[config.mk]
export PLATFORM = sky130hd
export DESIGN_NAME = sbus_mem_seq
export DESIGN_NICKNAME = d
export VERILOG_FILES = /design/src/rtl/sbus_mem_seq_pkg.sv /design/src/rtl/sbus_mem_seq_nxm_timer.sv /design/src/rtl/sbus_mem_seq.sv
export SDC_FILE = /design/constraint.sdc
export NUM_CORES = 1
export LEC_CHECK = 0
export CORE_MARGIN = 2
export CORE_UTILIZATION = 55
export CTS_CLUSTER_DIAMETER = 120
export DETAILED_ROUTE_END_ITERATION = 12
export DONT_BUFFER_PORTS = 1
export PLACE_DENSITY = 0.73
export SKIP_LAST_GASP = 1
export SLEW_MARGIN = 20
export SYNTH_ARGS = -nofsm -noshare
export SYNTH_HDL_FRONTEND = slang
export SYNTH_HIERARCHICAL = 1
export SYNTH_SLANG_ARGS = --single-unit
[constraint.sdc]
create_clock -name clk -period 2.7 [get_ports clk]
set_clock_uncertainty 0.1 [all_clocks]
set_input_delay 0.405 -clock clk [delete_from_list [all_inputs] [get_ports clk]]
set_output_delay 0.405 -clock clk [all_outputs]
set_load 0.02 [all_outputs]
[src/rtl/sbus_mem_seq_pkg.sv]
// ---------------------------------------------------------------------------
// sbus_mem_seq_pkg
// Shared MBOX definitions for the SBUS memory-request sequencer:
//   sbus_seq_state_t : sequencer state encoding
//   mem_rq_t         : latched core request (rd, wr, word mask, address)
//   odd_par()        : odd parity bit over a request address
// ---------------------------------------------------------------------------
package sbus_mem_seq_pkg;

    // Widest physical address the request register can hold (PMA[0:35]).
    // Narrower buses zero-extend into it, which leaves parity unchanged.
    localparam int RQ_ADR_W = 36;

    typedef enum logic [2:0] {
        IDLE      = 3'd0,
        START     = 3'd1,
        WAIT_DATA = 3'd2,
        NXM_FILL  = 3'd3,
        DONE      = 3'd4
    } sbus_seq_state_t;

    typedef struct packed {
        logic                rd;
        logic                wr;
        logic [3:0]          word_rq;
        logic [RQ_ADR_W-1:0] adr;
    } mem_rq_t;

    // Parity bit that makes the total count of ones (address + bit) odd.
    function automatic logic odd_par(input logic [RQ_ADR_W-1:0] a);
        return ~(^a);
    endfunction

endpackage

[src/rtl/sbus_mem_seq_nxm_timer.sv]
// ---------------------------------------------------------------------------
// sbus_mem_seq_nxm_timer
// Saturating non-existent-memory timeout counter.
// Ports:
//   clk      in  clock
//   RESET_n  in  synchronous active-low reset (count -> 0)
//   clear    in  restart the count at 0 (wins over enable)
//   enable   in  count this cycle
//   expired  out count has reached NXM_TIMEOUT-1
// ---------------------------------------------------------------------------
module sbus_mem_seq_nxm_timer #(
    parameter int NXM_TIMEOUT = 64
) (
    input  logic clk,
    input  logic RESET_n,
    input  logic clear,
    input  logic enable,
    output logic expired
);

    localparam int            TW   = (NXM_TIMEOUT > 1) ? $clog2(NXM_TIMEOUT) : 1;
    localparam logic [TW-1:0] LAST = TW'(NXM_TIMEOUT - 1);

    logic [TW-1:0] count;

    always_ff @(posedge clk) begin
        if (!RESET_n) begin
            count <= '0;
        end else if (clear) begin
            count <= '0;
        end else if (enable && !expired) begin
            // Holding at LAST keeps the count saturated until cleared.
            count <= count + 1'b1;
        end
    end

    assign expired = (count == LAST);

endmodule

[src/rtl/sbus_mem_seq.sv]
// ---------------------------------------------------------------------------
// sbus_mem_seq
// Memory-request sequencer between MBOX control/error logic and the SBUS.
// Accepts one request per mem_start, holds SBUS start/request lines until
// ACKN, steers returned read words to the MB with word numbers, and
// fabricates zero words after a non-existent-memory timeout.
// Ports:
//   clk, RESET_n                  clock, synchronous active-low reset
//   mem_start, mem_rd_rq,
//   mem_wr_rq, word_rq, adr       core request (both rd+wr = read-pause-write)
//   nxm_clr                       clears nxm_flag and rq_overrun
//   sbus_ackn, sbus_data_valid,
//   sbus_adr_par_err              memory responses
//   sbus_start, sbus_rd_rq,
//   sbus_wr_rq, sbus_rq,
//   sbus_adr, sbus_adr_par        SBUS request lines (valid in START)
//   mem_busy                      not IDLE
//   ackn_pulse                    first ACKN of a request (same cycle)
//   data_valid, word_num,
//   nxm_data                      one delivered read word per pulse
//   nxm_flag, adr_par_err,
//   rq_overrun                    sticky status
//   done                          one-cycle completion pulse
// ---------------------------------------------------------------------------
module sbus_mem_seq
    import sbus_mem_seq_pkg::*;
#(
    parameter int NXM_TIMEOUT = 64,
    parameter int ADR_W       = 22
) (
    input  logic             clk,
    input  logic             RESET_n,
    input  logic             mem_start,
    input  logic             mem_rd_rq,
    input  logic             mem_wr_rq,
    input  logic [3:0]       word_rq,
    input  logic [ADR_W-1:0] adr,
    input  logic             nxm_clr,
    input  logic             sbus_ackn,
    input  logic             sbus_data_valid,
    input  logic             sbus_adr_par_err,
    output logic             sbus_start,
    output logic             sbus_rd_rq,
    output logic             sbus_wr_rq,
    output logic [3:0]       sbus_rq,
    output logic [ADR_W-1:0] sbus_adr,
    output logic             sbus_adr_par,
    output logic             mem_busy,
    output logic             ackn_pulse,
    output logic             data_valid,
    output logic [1:0]       word_num,
    output logic             nxm_data,
    output logic             nxm_flag,
    output logic             adr_par_err,
    output logic             rq_overrun,
    output logic             done
);

    sbus_seq_state_t state;
    mem_rq_t         rq;
    logic [3:0]      pending;

    logic            timer_clear;
    logic            timer_en;
    logic            timer_expired;

    logic [1:0]      pick_idx;
    logic [3:0]      pick_mask;
    logic            in_start;
    logic            accept;
    logic            deliver_bus;

    assign in_start    = (state == START);
    assign accept      = (state == IDLE) && mem_start;
    assign deliver_bus = (state == WAIT_DATA) && sbus_data_valid && (pending != 4'b0000);

    // The timer restarts on accept, on ACKN and on every word the memory
    // returns, so in WAIT_DATA it bounds the gap between data words.
    assign timer_clear = accept || (in_start && sbus_ackn) || deliver_bus;
    assign timer_en    = in_start || (state == WAIT_DATA);

    sbus_mem_seq_nxm_timer #(
        .NXM_TIMEOUT(NXM_TIMEOUT)
    ) u_nxm_timer (
        .clk    (clk),
        .RESET_n(RESET_n),
        .clear  (timer_clear),
        .enable (timer_en),
        .expired(timer_expired)
    );

    // Lowest-numbered pending word; scanning downward lets the lowest win.
    always_comb begin
        pick_idx = 2'd0;
        for (int i = 3; i >= 0; i--) begin
            if (pending[i]) begin
                pick_idx = 2'(i);
            end
        end
        pick_mask = 4'b0001 << pick_idx;
    end

    // Request register is pure data: loaded on accept, never reset. Every
    // use of it is gated by state, so its contents are don't-care in IDLE.
    always_ff @(posedge clk) begin
        if (accept) begin
            rq.rd      <= mem_rd_rq;
            rq.wr      <= mem_wr_rq;
            rq.word_rq <= word_rq;
            rq.adr     <= RQ_ADR_W'(adr);
        end
    end

    // SBUS request lines are decoded from the registered state and the
    // request register, so they are glitch-free and zero outside START.
    assign sbus_start   = in_start;
    assign sbus_rd_rq   = in_start && rq.rd;
    assign sbus_wr_rq   = in_start && rq.wr;
    assign sbus_rq      = in_start ? rq.word_rq : 4'b0000;
    assign sbus_adr     = in_start ? rq.adr[ADR_W-1:0] : '0;
    assign sbus_adr_par = in_start && odd_par(rq.adr);
    assign mem_busy     = (state != IDLE);
    assign done         = (state == DONE);
    // Same-cycle acknowledge: START is left on ACKN, so this is the first one.
    assign ackn_pulse   = in_start && sbus_ackn;

    always_ff @(posedge clk) begin
        if (!RESET_n) begin
            state       <= IDLE;
            pending     <= 4'b0000;
            data_valid  <= 1'b0;
            word_num    <= 2'd0;
            nxm_data    <= 1'b0;
            nxm_flag    <= 1'b0;
            adr_par_err <= 1'b0;
            rq_overrun  <= 1'b0;
        end else begin
            data_valid <= 1'b0;

            // Clear first so that a set later in this block wins the cycle.
            if (nxm_clr) begin
                nxm_flag   <= 1'b0;
                rq_overrun <= 1'b0;
            end
            if (mem_start && (state != IDLE)) begin
                rq_overrun <= 1'b1;
            end
            if (sbus_adr_par_err && (in_start || (state == WAIT_DATA))) begin
                adr_par_err <= 1'b1;
            end

            case (state)
                IDLE: begin
                    if (mem_start) begin
                        // Writes never return data; read-pause-write counts as a read.
                        pending <= mem_rd_rq ? word_rq : 4'b0000;
                        state   <= START;
                    end
                end

                START: begin
                    if (sbus_ackn) begin
                        // ACKN outranks a simultaneous timeout.
                        state <= (pending != 4'b0000) ? WAIT_DATA : DONE;
                    end else if (timer_expired) begin
                        nxm_flag <= 1'b1;
                        state    <= rq.rd ? NXM_FILL : DONE;
                    end
                end

                WAIT_DATA: begin
                    if (pending == 4'b0000) begin
                        state <= DONE;
                    end else if (sbus_data_valid) begin
                        data_valid <= 1'b1;
                        word_num   <= pick_idx;
                        nxm_data   <= 1'b0;
                        pending    <= pending & ~pick_mask;
                    end else if (timer_expired) begin
                        nxm_flag <= 1'b1;
                        state    <= NXM_FILL;
                    end
                end

                NXM_FILL: begin
                    if (pending == 4'b0000) begin
                        state <= DONE;
                    end else begin
                        data_valid <= 1'b1;
                        word_num   <= pick_idx;
                        nxm_data   <= 1'b1;
                        pending    <= pending & ~pick_mask;
                    end
                end

                DONE: begin
                    state <= IDLE;
                end

                default: begin
                    state <= IDLE;
                end
            endcase
        end
    end

endmodule
==> flow_metrics.py <==
metrics = {
    "logic_synthesis": {
        "synth_compound_area_share_pct": 11.2,
        "synth_cells": 206,
        "synth_mux_area_share_pct": 1.75,
        "synthDistinctLibCells": 45,
        "synth_fa_ha_area_share_pct": 0.546,
        "synthesis.nets": 242,
        "seq_area_frac_synth_pct": 54.1,
        "synth-simple-area-share_pct": 22.6,
        "avgSynthCellArea_um2": 11.1,
        "yosys.area_share.xor_xnor_pct": 7.64,
        "yosys_warnings": 6,
        "synthFlopType": "edfxtp_1",
        "synthArstFlopShare_pct": 0,
        "synth_top_family_by_area": "simple AND/OR/NAND/NOR gates",
        "synth_seq_cells": 48,
        "synth-edff-count": 28,
        "syn_area_um2": 2290,
    },
    "clocking": {
        "clkSinkCount": 48,
        "cts_buffers": 5,
        "clockBufferDepth": 2,
        "cts-root-buf": "clkbuf_8",
        "postCtsHoldBufs": 0,
        "path_clk_slew_ns": 0.09,
        "cts_tree": "done",
        "htree_levels": 2,
        "clk_latency_ns": 0.30,
    },
    "critical_path": {
        "path_max_fanout": 2,
        "cp_data_required_time_ns": 2.19,
        "path_class": "reg -> out",
        "cp-end-kind": "primary output",
        "path_cells": "xnor2_2 > xnor2_1 > xnor2_1 > or4b_4 > mux2i_1 > buf_4",
        "arrival_ns": 2.02,
        "crit_top_cell": "xnor2_1",
        "start_kind": "flop",
        "cpPeakStageDelay_ns": 0.51,
        "cp_slowest_cell": "or4b_4",
    },
    "finish": {
        "area.growth.synth_to_final_pct": 8.89,
        "n_antenna_cell": 0,
        "finalNetCount": 247,
        "finalNonFillerCells": 262,
        "utilization_pct": 62.4,
        "drive_above_1_share_pct": 10.8,
    },
    "floorplan": {
        "ios": 75,
        "fp.coreArea_um2": 4000,
        "dieHeight_um": 68.6,
        "start_util_pct": 57.3,
        "dieArea_um2": 4700,
        "rows": 23,
        "die_w_um": 68.6,
    },
    "timing": {
        "finalSetupViolCount": 0,
        "fin_setup_tns_ns": 0,
        "maxSlewHeadroom_pct": 53.9,
        "fin_crit_sh_pct": 93.6,
        "maxSlewViolCount": 0,
        "rsz0062_at_grt": "false",
        "worstMarginPinSlew_ns": 0.690,
        "min_period_ns": 2.53,
        "fmax_mhz": 396,
        "hold_viol": 0,
        "setup_ws_ns": 0.173,
    },
    "placed_design": {
        "gp_congestion": 0.829,
        "dp_cells": 252,
        "numPortBuffers": 0,
        "place_ws_ns": 0.377,
        "hpwl_mm": 3.17,
    },
    "grt": {
        "grt_pass1_wl_mm": 6.60,
        "grt-ovfl-total": 0,
        "grt_pass1_vias": 1477,
        "antenna_found_initial": 0,
        "grt_util_all_layers_pct": 19.2,
        "grt_max_degree": 32,
    },
    "routing": {
        "drtPass1Iterations": 4,
        "drcViolationCount": 0,
        "drt_iter0_drc": 86,
        "post_drt_wl_per_cell_um": 16.4,
        "vias_per_cell": 5.76,
        "vias": 1510,
        "ant_nets": 0,
        "wirelength_mm": 4.29,
    },
    "power": {
        "power.density_nw_per_um2": 957,
        "power_uw": 2390,
        "cellLeakagePower_uw": 0.000874,
        "ir_worst_vdd_mv": 0.600,
    },
    "hold_path": {
        "hp-class": "in -> reg",
    },
    "outcome": {
        "outcome": "finished clean",
    },
    "run": {
        "maxCapViolations": 0,
    },
}
## report_power, final
part           internal, uW  total, uW  switching, uW
Combinational           358        881            524
Sequential              904       1000           98.6
Clock                   274        507            233
## worst max-delay path, delay by kind of cell (launching register included)
| kind | cells | cell delay, ns |
|---|---|---|
| xor gates and xnor gates | 3 | 0.46 |
| muxes | 1 | 0.15 |
| DFF | 1 | 0.44 |
| and+or+nand+nor | 1 | 0.51 |
| buffers and inverters | 1 | 0.16 |
## layout by cell type (no fill, tap or decap), drive strengths merged, types with 4 or more instances in the layout
| master | Yosys | routed |
|---|---|---|
| a21boi | 7 | 7 |
| dfxtp | 20 | 20 |
| buf | 0 | 5 |
| nor2 | 6 | 6 |
| edfxtp | 28 | 28 |
| nor2b | 5 | 5 |
| o21ai | 6 | 6 |
| mux2i | 4 | 4 |
| xnor2 | 17 | 17 |
| inv | 6 | 6 |
| and2 | 33 | 33 |
| nand2 | 7 | 7 |
| nand2b | 10 | 10 |
| nand3 | 6 | 6 |
| clkbuf | 7 | 5 |
| nor3 | 5 | 5 |
## cell type report
class	count	area (um^2)
inverter	6	22.5
timing repair buffer	5	37.5
sequential	48	1240
clock inverter	3	42.5
tap	50	62.6
multi-input combinational	145	1020
fill	330	1500
clock buffer	5	68.8
## kinds of logic (layout without fill, tap and decap cells)
kind of cell               count (synthesis)  count (layout)
and+or+nand+nor                           84              84
DFF                                       48              48
AOI/OAI and AO/OA                         36              36
xor gates and xnor gates                  20              20
buffers and inverters                     13              19
muxes                                      4               4
adders and majority gates                  1               1
## Yosys cell counts (3+ instances only)
library cell | n | area (um^2)
a21boi_0 | 6 | 45.0
a21oi_1 | 3 | 15.0
a31oi_1 | 3 | 18.8
and2_1 | 33 | 206
clkbuf_1 | 7 | 26.3
dfxtp_1 | 20 | 400
edfxtp_1 | 28 | 841
inv_1 | 6 | 22.5
mux2i_1 | 4 | 40.0
nand2_1 | 7 | 26.3
nand2b_1 | 10 | 62.6
nand3_1 | 6 | 30.0
nor2_1 | 6 | 22.5
nor2b_1 | 5 | 31.3
nor3_1 | 4 | 20.0
o21ai_0 | 6 | 30.0
o22ai_1 | 3 | 18.8
xnor2_1 | 17 | 149
xor2_1 | 3 | 26.3
## repair_timing
| action | CTS | global route |
|---|---|---|
| setup endpoints to repair | 0 | 1 |
| setup buffers | 0 | 2 |
| resized for setup | 0 | 2 |
## state kept, by name (all words and copies together), names as in the netlist
| name | flops |
|---|---|
| word_num | 2 |
| nxm_flag | 1 |
| data_valid | 1 |
| state | 3 |
| adr_par_err | 1 |
| nxm_data | 1 |
| rq_overrun | 1 |
| pending | 4 |
| u_nxm_timer/count | 6 |
| rq | 28 |
## final timing paths
| path | start | to | slack, ns | depth (start not counted) |
|---|---|---|---|---|
| worst max-delay path | rq[10] | sbus_adr_par | 0.17 | 6 |
| worst min-delay path | adr[4] | rq[4] | 0.09 | 0 |
| worst max register to register | state[1] | u_nxm_timer/count[2] | 0.47 | 7 |
| worst min register to register | u_nxm_timer/count[1] | u_nxm_timer/count[1] | 0.39 | 2 |
## stage by stage
stage,instance area (um^2),hold WS [ns]
2_1_floorplan,2300,0.352
3_3_place_gp,2360,0.365
3_5_place_dp,2360,0.388
4_1_cts,2470,0.0827
5_1_grt,2500,0.0707
6_report,2500,0.0894
## layer usage
| layer | track usage, % | vias up | share of wire, % |
|---|---|---|---|
| met1 | 20.5 | 708 | 39 |
| met3 | 8.28 | 8 | 9.9 |
| met5 | 0 | - | 0 |
| met4 | 7.25 | 0 | 1.5 |
| li1 | - | 734 | - |
| met2 | 33.3 | 60 | 50 |
(Power assumes the default switching activity.)
